## src/rtl/xls_add_tree_pkg.sv

```systemverilog
// rtl/xls_add_tree_pkg.sv - shared constants and sizing functions for the pipelined adder tree
//
// Purpose: holds the operand-count limit and the constant functions that size
// the tree: how many registered adder levels a given operand count needs, and
// how many operands enter each level.
// Ports: none (package).
// Optional feature macro used by the files importing this package: XLS_ADD_TREE_OVF_EN.

package xls_add_tree_pkg;

    localparam int MAX_NUM_IN = 16;

    // Number of registered adder levels needed to reduce n operands to one.
    function automatic int num_levels(input int n);
        return $clog2(n);
    endfunction

    // Operand count entering adder level k (k = 0 is the raw operand vector).
    // Each level pairs neighbours, so the count halves rounding up.
    function automatic int level_width(input int n, input int k);
        int c;
        c = n;
        for (int i = 0; i < k; i++) begin
            c = (c + 1) / 2;
        end
        return c;
    endfunction

endpackage

```

## src/rtl/xls_add_tree_level.sv

```systemverilog
// rtl/xls_add_tree_level.sv - one registered adder level of the tree with valid/ready
//
// Purpose: adds adjacent operand pairs (0+1, 2+3, ...) and registers the
// results; an unpaired last operand is registered unchanged. The stage holds a
// valid bit and loads whenever it is empty or its consumer takes its contents,
// so an empty stage keeps accepting while downstream stalls.
// Ports:
//   clk, rst_n         clock, asynchronous active-low reset (valid/ovf only)
//   in_valid/in_ready  upstream handshake; in_ready is this stage's load enable
//   in_data            N_IN operands, operand i at [i*WIDTH +: WIDTH]
//   in_ovf             sticky overflow arriving with the operands (macro on)
//   out_valid/out_ready downstream handshake
//   out_data           N_OUT = ceil(N_IN/2) results
//   out_ovf            sticky overflow aligned with out_data (macro on)
// Macro: XLS_ADD_TREE_OVF_EN adds the overflow ports and carry tracking.

module xls_add_tree_level
    import xls_add_tree_pkg::*;
#(
    parameter int WIDTH = 32,
    parameter int N_IN  = 3,
    localparam int N_OUT = (N_IN + 1) / 2
) (
    input  logic                   clk,
    input  logic                   rst_n,
    input  logic                   in_valid,
    output logic                   in_ready,
    input  logic [N_IN*WIDTH-1:0]  in_data,
`ifdef XLS_ADD_TREE_OVF_EN
    input  logic                   in_ovf,
    output logic                   out_ovf,
`endif
    output logic                   out_valid,
    input  logic                   out_ready,
    output logic [N_OUT*WIDTH-1:0] out_data
);

    logic                   valid_q, valid_d;
    logic [N_OUT*WIDTH-1:0] data_q, data_d;
    logic [N_OUT*WIDTH-1:0] comb_data;
    logic                   load;

`ifdef XLS_ADD_TREE_OVF_EN
    logic                   ovf_q, ovf_d;
    logic [N_OUT-1:0]       carry_vec;
`endif

    assign load      = !valid_q || out_ready;
    assign in_ready  = load;
    assign out_valid = valid_q;
    assign out_data  = data_q;

    genvar j;
    generate
        for (j = 0; j < N_OUT; j++) begin : gen_pair
            if (2 * j + 1 < N_IN) begin : g_add
`ifdef XLS_ADD_TREE_OVF_EN
                logic [WIDTH:0] sum;
                assign sum = {1'b0, in_data[2*j*WIDTH +: WIDTH]}
                           + {1'b0, in_data[(2*j+1)*WIDTH +: WIDTH]};
                assign comb_data[j*WIDTH +: WIDTH] = sum[WIDTH-1:0];
                assign carry_vec[j] = sum[WIDTH];
`else
                assign comb_data[j*WIDTH +: WIDTH] = in_data[2*j*WIDTH +: WIDTH]
                                                   + in_data[(2*j+1)*WIDTH +: WIDTH];
`endif
            end else begin : g_pass
                assign comb_data[j*WIDTH +: WIDTH] = in_data[2*j*WIDTH +: WIDTH];
`ifdef XLS_ADD_TREE_OVF_EN
                assign carry_vec[j] = 1'b0;
`endif
            end
        end
    endgenerate

    always_comb begin
        valid_d = valid_q;
        data_d  = data_q;
`ifdef XLS_ADD_TREE_OVF_EN
        ovf_d   = ovf_q;
`endif
        if (load) begin
            valid_d = in_valid;
            // Keep the old data when loading a bubble; it is invisible anyway.
            if (in_valid) begin
                data_d = comb_data;
            end
`ifdef XLS_ADD_TREE_OVF_EN
            ovf_d = in_valid && (in_ovf || (|carry_vec));
`endif
        end
    end

    always_ff @(posedge clk or negedge rst_n) begin
        if (!rst_n) begin
            valid_q <= 1'b0;
`ifdef XLS_ADD_TREE_OVF_EN
            ovf_q   <= 1'b0;
`endif
        end else begin
            valid_q <= valid_d;
`ifdef XLS_ADD_TREE_OVF_EN
            ovf_q   <= ovf_d;
`endif
        end
    end

    // Data path needs no reset: it is qualified by valid_q.
    always_ff @(posedge clk) begin
        data_q <= data_d;
    end

`ifdef XLS_ADD_TREE_OVF_EN
    assign out_ovf = ovf_q;
`endif

endmodule

```

## src/rtl/xls_add_tree_pipe.sv

```systemverilog
// rtl/xls_add_tree_pipe.sv - pipelined modular adder tree with elastic valid/ready stages
//
// Purpose: sums NUM_IN unsigned WIDTH-bit operands modulo 2^WIDTH. An input
// register stage is followed by ceil(log2(NUM_IN)) registered adder levels,
// giving a latency of 1 + levels cycles with one result per cycle when the
// consumer never stalls. Every stage has its own valid bit so bubbles collapse.
// Ports:
//   clk, rst_n          clock, asynchronous active-low reset
//   in_valid/in_ready   operand vector handshake; in_ready never looks at in_valid
//   in_data             operands, operand i at [i*WIDTH +: WIDTH]
//   out_valid/out_ready result handshake
//   out_data            modular sum
//   out_ovf             a carry was lost in some addition (macro on only)
// Macro: XLS_ADD_TREE_OVF_EN enables the out_ovf port and overflow tracking.

module xls_add_tree_pipe
    import xls_add_tree_pkg::*;
#(
    parameter int WIDTH  = 32,
    parameter int NUM_IN = 3
) (
    input  logic                    clk,
    input  logic                    rst_n,
    input  logic                    in_valid,
    output logic                    in_ready,
    input  logic [NUM_IN*WIDTH-1:0] in_data,
    output logic                    out_valid,
    input  logic                    out_ready,
    output logic [WIDTH-1:0]        out_data
`ifdef XLS_ADD_TREE_OVF_EN
    ,
    output logic                    out_ovf
`endif
);

    localparam int D = num_levels(NUM_IN);

    logic                    in_valid_q, in_valid_d;
    logic [NUM_IN*WIDTH-1:0] in_data_q, in_data_d;
    logic                    in_load;

    // Per-level handshake signals, index = adder level.
    logic [D-1:0]            lvl_ready;
    logic [D-1:0]            lvl_valid;
`ifdef XLS_ADD_TREE_OVF_EN
    logic [D-1:0]            lvl_ovf;
`endif

    // Input stage: plain elastic register in front of the tree.
    assign in_load  = !in_valid_q || lvl_ready[0];
    assign in_ready = in_load;

    always_comb begin
        in_valid_d = in_valid_q;
        in_data_d  = in_data_q;
        if (in_load) begin
            in_valid_d = in_valid;
            if (in_valid) begin
                in_data_d = in_data;
            end
        end
    end

    always_ff @(posedge clk or negedge rst_n) begin
        if (!rst_n) begin
            in_valid_q <= 1'b0;
        end else begin
            in_valid_q <= in_valid_d;
        end
    end

    always_ff @(posedge clk) begin
        in_data_q <= in_data_d;
    end

    genvar k;
    generate
        for (k = 0; k < D; k++) begin : gen_lvl
            localparam int NI = level_width(NUM_IN, k);
            localparam int NO = level_width(NUM_IN, k + 1);

            logic               src_valid;
            logic [NI*WIDTH-1:0] src_data;
            logic               dst_ready;
            logic [NO*WIDTH-1:0] dat;
`ifdef XLS_ADD_TREE_OVF_EN
            logic               src_ovf;
`endif

            if (k == 0) begin : g_first
                assign src_valid = in_valid_q;
                assign src_data  = in_data_q;
`ifdef XLS_ADD_TREE_OVF_EN
                assign src_ovf   = 1'b0;
`endif
            end else begin : g_next
                assign src_valid = lvl_valid[k-1];
                assign src_data  = gen_lvl[k-1].dat;
`ifdef XLS_ADD_TREE_OVF_EN
                assign src_ovf   = lvl_ovf[k-1];
`endif
            end

            if (k == D - 1) begin : g_last
                assign dst_ready = out_ready;
            end else begin : g_inner
                assign dst_ready = lvl_ready[k+1];
            end

            xls_add_tree_level #(
                .WIDTH (WIDTH),
                .N_IN  (NI)
            ) u_level (
                .clk       (clk),
                .rst_n     (rst_n),
                .in_valid  (src_valid),
                .in_ready  (lvl_ready[k]),
                .in_data   (src_data),
`ifdef XLS_ADD_TREE_OVF_EN
                .in_ovf    (src_ovf),
                .out_ovf   (lvl_ovf[k]),
`endif
                .out_valid (lvl_valid[k]),
                .out_ready (dst_ready),
                .out_data  (dat)
            );
        end
    endgenerate

    assign out_valid = lvl_valid[D-1];
    assign out_data  = gen_lvl[D-1].dat;
`ifdef XLS_ADD_TREE_OVF_EN
    assign out_ovf   = lvl_ovf[D-1];
`endif

endmodule

```

## config.mk

```make
export PLATFORM = sky130hd
export DESIGN_NAME = xls_add_tree_pipe
export DESIGN_NICKNAME = d
export VERILOG_FILES = /design/src/rtl/xls_add_tree_pkg.sv /design/src/rtl/xls_add_tree_level.sv /design/src/rtl/xls_add_tree_pipe.sv
export SDC_FILE = /design/constraint.sdc
export NUM_CORES = 1
export LEC_CHECK = 0
export CAP_MARGIN = 20
export CORE_ASPECT_RATIO = 0.7
export CORE_MARGIN = 2
export CORE_UTILIZATION = 30
export DETAILED_ROUTE_END_ITERATION = 10
export SLEW_MARGIN = 30
export SYNTH_ARGS = -nofsm -noshare
export SYNTH_HDL_FRONTEND = slang
export SYNTH_SLANG_ARGS = --single-unit
```

## constraint.sdc

```tcl
create_clock -name clk -period 3.5 [get_ports clk]
set_input_delay 1.05 -clock clk [delete_from_list [all_inputs] [get_ports clk]]
set_output_delay 1.05 -clock clk [all_outputs]
set_load 0.005 [all_outputs]
```

# --- After elaboration in Yosys (flattened, before gate mapping) ---
# Index checks and enable logic that the tools add are counted.
word_totals:
  reg_bits: 195
  inputBits: 100
  wordCells: 17
  output_inout_bits: 34
classes:
  add_sub_neg: 2
  reduce_logical: 9
op_table:
  columns: ["cell", "n"]
  rows:
  - ["$add 32x32->32", 2]
  - ["$reduce_and 2->1", 3]
  - ["$logic_not 1->1", 3]
  - ["$logic_or 1x1->1", 3]

# --- Depth between registers and ports, before layout ---
# Gate-level depths: netlist of the first run.
depth:
  depth_word: 5
  depth_mapped: 10
  depth_no_buf: 10

# --- Cells and area by module ---
# A second synthesis of the first run with hierarchy kept.
hier_totals:
  hier_cells: 712
  area_unflattened_um2: 9668.0
modules_own_cells:
  columns: ["module", "seq_area_each_um2", "instances", "cells_each", "area_per_inst_um2"]
  rows:
  - ["xls_add_tree_level at gen_lvl[0].u_level", 1946.9, 1, 343, 4011.3]
  - ["xls_add_tree_pipe", 2907.8, 1, 100, 2936.6]
  - ["xls_add_tree_level at gen_lvl[1].u_level", 985.9, 1, 269, 2720.1]

# --- Worst setup path after synthesis of the first run ---
# OpenSTA, ideal clock, no wires.
synth_path:
  path_kind: "in2reg"
  startpoint: "input out_ready"
  endpoint: "register in_data_q[0] (netlist: gen_lvl[0].src_data[0]) (enable)"
  setup_time_ns: 0.466
  t_arrival_ns: 3.472
  path_buffers: 0
  slack_ns: -0.438
  path_stages: 3
  t_required_ns: 3.034
  path_cell_list: "nor2b_1 > nand3_1 > and2_1"
synth_between:
  elab_chain_cells: 4
synth_rtl:
  columns: ["element", "line", "text"]
  rows:
  - ["start, declared", "xls_add_tree_pipe.sv:28", "input logic out_ready,"]
  - ["$logic_or 1x1->1 (2 in a row)", "xls_add_tree_level.sv:48", "assign load = !valid_q || out_ready;"]
  - ["$logic_or 1x1->1", "xls_add_tree_pipe.sv:50", "assign in_load = !in_valid_q || lvl_ready[0];"]
  - ["net in_ready", "xls_add_tree_pipe.sv:25", "output logic in_ready,"]
  - ["$reduce_and 2->1 (no source line)", null, null]
  - ["end signal, assigned", "xls_add_tree_pipe.sv:73", "in_data_q <= in_data_d;"]
  - ["end, declared", "xls_add_tree_pipe.sv:39", "logic [NUM_IN*WIDTH-1:0] in_data_q, in_data_d;"]
# The timed path passes the listed nets, and every way through them passes these cells.
# A chain may end at the register's enable or synchronous reset.

# --- Worst setup path in the final report of the first run ---
layout_path:
  startpoint: "input out_ready"
  endpoint: "output in_ready"
layout_between:
  elab_chain_cells: 3
layout_rtl:
  columns: ["element", "line"]
  rows:
  - ["$logic_or 1x1->1 (2 in a row)", "xls_add_tree_level.sv:48"]
  - ["$logic_or 1x1->1", "xls_add_tree_pipe.sv:50"]
  - ["end, declared", "xls_add_tree_pipe.sv:25"]
# Every way passes these cells.

==> results.sh, run 1 <==
export IMPL_clock_latency_ps=430
export IMPL_ys_ff_latch=195
export IMPL_gp_congestion=0.849
export IMPL_yosysUniqueCellTypes=59
export IMPL_syn_to_final_growth_pct=26.9
export IMPL_wirelength_um=18400
export IMPL_cts_resized=0
export IMPL_setup_ws_ps=160
export IMPL_skew_ps=13.0
export IMPL_endpoint_kind="output pin"
export IMPL_finalCriticalPeriod_ps=3340
export IMPL_first_iter_violations=341
export IMPL_wl_per_cell_um=15.1
export IMPL_final_common_cell="edfxtp_1"
export IMPL_dieArea_um2=31700
export IMPL_met1_usage_pct=18.1
export IMPL_cp_required_ps=2450
export IMPL_cts_sinks=195
export IMPL_synth_edf_count=192
export IMPL_cp_max_fo=3
export IMPL_cts_htree_levels=4
export IMPL_crit_path_start_kind="primary input"
export IMPL_nets=958
export IMPL_slew_violations=0
export IMPL_worstReg2RegStart="gen_lvl[0].src_data[0]"
export IMPL_drive_gt1_share_pct=5.95
export IMPL_grtUsageTotal_pct=12.1
export IMPL_rows=53
export IMPL_synth_top_area_cell="edfxtp_1"
export IMPL_gr_total_overflow=0
export IMPL_vias=5424
export IMPL_timing_fmax_mhz=299
export IMPL_cts_buffer_depth=2
export IMPL_setup_viol=0
export IMPL_die_y_um=149
export IMPL_drtPass1Iterations=4
export IMPL_path_cells="clkdlybuf4s50_1, nor2b_2, nand3_1, clkdlybuf4s50_1"
export IMPL_critical_path_class="primary input to output pin"
export IMPL_start_util_pct=30.3
export IMPL_grtUsageMet3_pct=3.06
export IMPL_rsz0062_at_grt="false"
export IMPL_hpwl_um=14100
export IMPL_die_w_um=212
export IMPL_synth_top_area_share_pct=63.6
export IMPL_preCtsSetupSlack_ps=158
export IMPL_cts_tree="done"
export IMPL_async_reset_ff_share_pct=1.54
export IMPL_grt_pass1_vias=5397
export IMPL_ys_flop_type="edfxtp_1"
export IMPL_cts_buffers=17
export IMPL_setup_tns_ps=0
export IMPL_drv_cap=0
export IMPL_yosysWarnings=0
export IMPL_hold_buffers=0
export IMPL_power_density_nw_per_um2=566
export IMPL_leakagePower_nw=4.26
export IMPL_hold_path_startpoint="gen_lvl[0].src_data[88]"
export IMPL_final_util_pct=38.5
export IMPL_ys_top_cells_by_area="edfxtp_1 64%, ha_1 8.6%, xnor2_1 3.4%"
export IMPL_drcViolationCount=0
export IMPL_grt_util_met2_pct=17.4
export IMPL_hold_violations=0
export IMPL_critPathArrivalTime_ps=2290
export IMPL_synth_avg_cell_area_um2=14.1
export IMPL_final_antenna_net_count=0
export IMPL_clkTransAtPathRegs_ps=70
export IMPL_finalCritPeriodShare_pct=95.4
export IMPL_port_buffer_count=133
export IMPL_top_usage_layer="met1"
export IMPL_crit_slowest_cell="clkdlybuf4s50_1"
export IMPL_hold_slack_ps=420
export IMPL_syn_inst=645
export IMPL_num_antenna_cells=0
export IMPL_slew_headroom_pct=62.7
export IMPL_ios=134
export IMPL_grt_pass1_wl_um=29200
export IMPL_worstMarginPinSlew_ps=557
export IMPL_coreArea_um2=29900
export IMPL_ir_drop_v=0.000366
export IMPL_hold_path_class="register to register"
export IMPL_startpoint="out_ready"
export IMPL_yosysSeqAreaShare_pct=64.4
export IMPL_post_cts_buffers=0
export IMPL_critPathMaxStageDelay_ps=530
export IMPL_dp_cells=1187
export IMPL_final_cells=1219
export IMPL_layout_cells_most_common_list="192 x edfxtp_1, 133 x clkdlybuf4s50_1, 62 x ha_1"
export IMPL_grt_max_degree=65
export IMPL_routed_via_density=4.45
export IMPL_syn_num_nets=809
export IMPL_antenna_found_initial=0
export IMPL_synth_cell_area_um2=9070
export IMPL_root_buffer="clkbuf_16"
export IMPL_crit_path_frequent_cell="clkdlybuf4s50_1"
export IMPL_status="finished, final reports clean"
-- cell families after synthesis --
logic type	after synthesis	share of synthesized area, %
AO/OA/AOI/OAI	167	12.6
XOR/XNOR	58	5.60
adder cells (fa/ha/maj)	64	8.99
buffers and inverters	22	0.910
flip-flops	195	64.4
AND/OR/NAND/NOR	139	7.48
-- metal layers --
layer | part of all wire, % | vias to the layer above
li1 | - | 2799
met5 | 0 | -
met3 | 3.5 | 8
met2 | 42 | 84
met1 | 54 | 2533
met4 | 0.54 | 0
-- flip-flops by register name (all words and copies together) (netlist names) --
name	flops
gen_lvl.u_level.out_valid	2
gen_lvl.src_valid	1
gen_lvl.src_data	96
gen_lvl.u_level.out_data	96
-- critical path, delay by kind of cell --
| family | cells | cell delay, ps |
|---|---|---|
| buffers and inverters | 2 | 1030 |
| and+or+nand+nor | 2 | 210 |
-- through the flow --
stage | total power, W | area (µm²)
floorplan | 0.00409 | 9070
global placement | 0.00474 | 11000
detailed placement | 0.00476 | 11000
CTS | 0.00662 | 11500
global route | 0.00691 | 11500
finish | 0.00652 | 11500
-- report_power, final --
part	total [W]	internal, W	switching (W)
clock network	0.00183	0.000932	0.000894
logic	0.00160	0.000773	0.000824
registers	0.00310	0.00298	0.000115
-- layout make-up --
| type | instances | area [µm²] |
|---|---|---|
| clock inverters | 14 | 115 |
| multi-input cells | 428 | 3150 |
| flip-flops and latches | 195 | 5840 |
| repair buffers | 137 | 1400 |
| well taps | 412 | 515 |
| fillers | 2839 | 18400 |
| inverters | 15 | 56.3 |
| clock buffers | 18 | 429 |
-- synth_stat cells (2+ instances only) --
library cell  count
and3_1            6
a21boi_0          3
a21o_1           30
a221oi_1          6
ha_1             62
fa_1              2
o41ai_2           2
o21ai_1           2
dfrtp_1           3
a21oi_1          44
nand2_1          43
a211oi_1          7
nand4_1          10
a31oi_1           7
o211a_1           2
edfxtp_1        192
a41oi_1           2
and4_1            2
nor2b_1           7
and2_1            5
nand3_1          12
nand2b_1          6
nand3b_1          2
o221ai_1          2
a31o_2            2
nor4_1            2
nor3_1            9
xor2_1           23
o31a_1            2
o21ai_0          24
inv_1            15
o21a_1            2
a21oi_2           2
nor2_1           30
xnor2_1          35
o21bai_1         10
clkbuf_1          7
o32ai_1           2
-- path summary, 6_finish.rpt --
| check | endpoint | slack [ps] | cells after the start |
|---|---|---|---|
| hold reg to reg | gen_lvl[0].u_level.out_data[56] | 420 | 0 |
| setup / recovery | in_ready | 160 | 4 |
| setup reg to reg | gen_lvl[0].u_level.out_data[28] | 420 | 10 |
| hold / removal | gen_lvl[0].u_level.out_data[56] | 420 | 0 |
| max in group asynchronous | gen_lvl[0].src_valid | 2560 | 1 |
| min in group asynchronous | gen_lvl[1].u_level.out_valid | 800 | 1 |
Note: power is estimated with default switching activity, not from simulation.
==> inputs of run 2 (changes only) <==
- REMOVE_ABC_BUFFERS: not set -> 1
==> results.sh, run 2 (synthesis gave the netlist of run 1 again) <==
export IMPL_gp_congestion=0.824
export IMPL_cp_required_ps=2450
export IMPL_hold_violations=0
export IMPL_critPathMaxStageDelay_ps=490
export IMPL_path_cells="clkdlybuf4s50_1, nor2b_1, nand3_1, clkdlybuf4s50_1"
export IMPL_leakagePower_nw=4.26
export IMPL_grt_max_degree=97
export IMPL_routed_via_density=4.49
export IMPL_drcViolationCount=0
export IMPL_antenna_found_initial=0
export IMPL_crit_path_start_kind="primary input"
export IMPL_critical_path_class="primary input to output pin"
export IMPL_skew_ps=10.3
export IMPL_final_cells=1218
export IMPL_regArea_um2=5840
export IMPL_port_buffer_count=133
export IMPL_die_y_um=149
export IMPL_wl_per_cell_um=14.9
export IMPL_met1_usage_pct=17.7
export IMPL_final_common_cell="edfxtp_1"
export IMPL_grt_pass1_vias=5360
export IMPL_crit_path_frequent_cell="clkdlybuf4s50_1"
export IMPL_power_w=0.00651
export IMPL_multi_input_area_um2=3150
export IMPL_cts_resized=0
export IMPL_cts_buffers=17
export IMPL_cts_sinks=195
export IMPL_critPathArrivalTime_ps=2310
export IMPL_slew_violations=0
export IMPL_top_usage_layer="met1"
export IMPL_cts_buffer_depth=2
export IMPL_crit_slowest_cell="clkdlybuf4s50_1"
export IMPL_clock_latency_ps=440
export IMPL_layout_cells_most_common_list="192 x edfxtp_1, 133 x clkdlybuf4s50_1, 62 x ha_1"
export IMPL_rows=53
export IMPL_dp_cells=1187
export IMPL_grtUsageTotal_pct=11.9
export IMPL_start_util_pct=30.3
export IMPL_hold_path_class="register to register"
export IMPL_cp_max_fo=3
export IMPL_ios=134
export IMPL_die_w_um=212
export IMPL_slew_headroom_pct=61.1
export IMPL_grt_pass1_wl_um=28700
export IMPL_ir_drop_v=0.000339
export IMPL_setup_viol=0
export IMPL_cts_htree_levels=4
export IMPL_endpoint_kind="output pin"
export IMPL_gr_total_overflow=0
export IMPL_worstMarginPinSlew_ps=581
export IMPL_rsz0062_at_grt="false"
export IMPL_cts_tree="done"
export IMPL_drtPass1Iterations=4
export IMPL_drv_cap=0
export IMPL_placed_cell_area_um2=10900
export IMPL_drive_gt1_share_pct=5.96
export IMPL_clkTransAtPathRegs_ps=70
export IMPL_timing_fmax_mhz=298
export IMPL_syn_to_final_growth_pct=26.7
export IMPL_root_buffer="clkbuf_16"
export IMPL_finalCritPeriodShare_pct=95.9
export IMPL_vias=5467
export IMPL_final_area_um2=11500
export IMPL_grt_util_met2_pct=17.0
export IMPL_nets=958
export IMPL_hold_slack_ps=418
export IMPL_power_density_nw_per_um2=566
export IMPL_post_cts_buffers=0
export IMPL_finalCriticalPeriod_ps=3360
export IMPL_coreArea_um2=29900
export IMPL_status="finished, final reports clean"
export IMPL_final_antenna_net_count=0
export IMPL_num_fill_cells=2833
export IMPL_dieArea_um2=31700
export IMPL_num_antenna_cells=0
export IMPL_wirelength_um=18200
export IMPL_grtUsageMet3_pct=2.96
export IMPL_first_iter_violations=341
export IMPL_hpwl_um=14000
export IMPL_hold_buffers=0
## run 2: cell types whose count changed in the layout (fill, tap and decap cells not counted), sizes merged
cell,before,now
clkinv,5,4
## run 2: worst paths after layout
check,slack (ps),end,from,cells after the start
worst max-delay path,140,in_ready,out_ready,4
worst min-delay path,420,gen_lvl[0].u_level.out_data[63],gen_lvl[0].src_data[95],0
worst max register to register,420,gen_lvl[0].u_level.out_data[28],gen_lvl[0].src_data[0],10
worst min register to register,420,gen_lvl[0].u_level.out_data[63],gen_lvl[0].src_data[95],0
max in group asynchronous,2550,gen_lvl[0].src_valid,rst_n,1
min in group asynchronous,800,gen_lvl[1].u_level.out_valid,rst_n,1
## run 2: final cells by class
class / instances / share of cell area, %
Inverter: 15 / 0.490
Clock buffer: 18 / 3.73
Tap cell: 412 / 4.48
Multi-Input combinational cell: 428 / 27.4
Sequential cell: 195 / 50.8
Clock inverter: 13 / 1.02
Timing Repair Buffer: 137 / 12.1
## run 2: critical path, delay by kind of cell
family                 cells  cell delay (ps)
and+or+nand+nor            2              340
buffers and inverters      2              910
## run 2: per-stage QoR
stage                     setup slack (ps)  setup TNS [ps]  utilization [%]
after floorplan                       -438          -42070                -
after global placement                 118               0             36.6
after detailed placement               171               0             36.6
after CTS                              148               0             38.4
after global routing                  30.7               0             38.4
final                                  144               0             38.4
## run 2: per-layer routing
metal  up-vias  routed length (µm)
met5         -                   0
met4         0                 192
met3        13                 583
met2       103                7580
met1      2562                9830
li1       2789                   -
## run 2: report_power, final
part	internal (W)	switching (W)
Clock	0.000932	0.000886
Sequential	0.00298	0.000108
Combinational	0.000771	0.000831
Total	0.00468	0.00182
==> inputs of run 3 (changes only) <==
- CAP_MARGIN: 20 -> not set
==> results of run 3 <==
No change in the layout: final DEF, timing and power equal those of run 2.
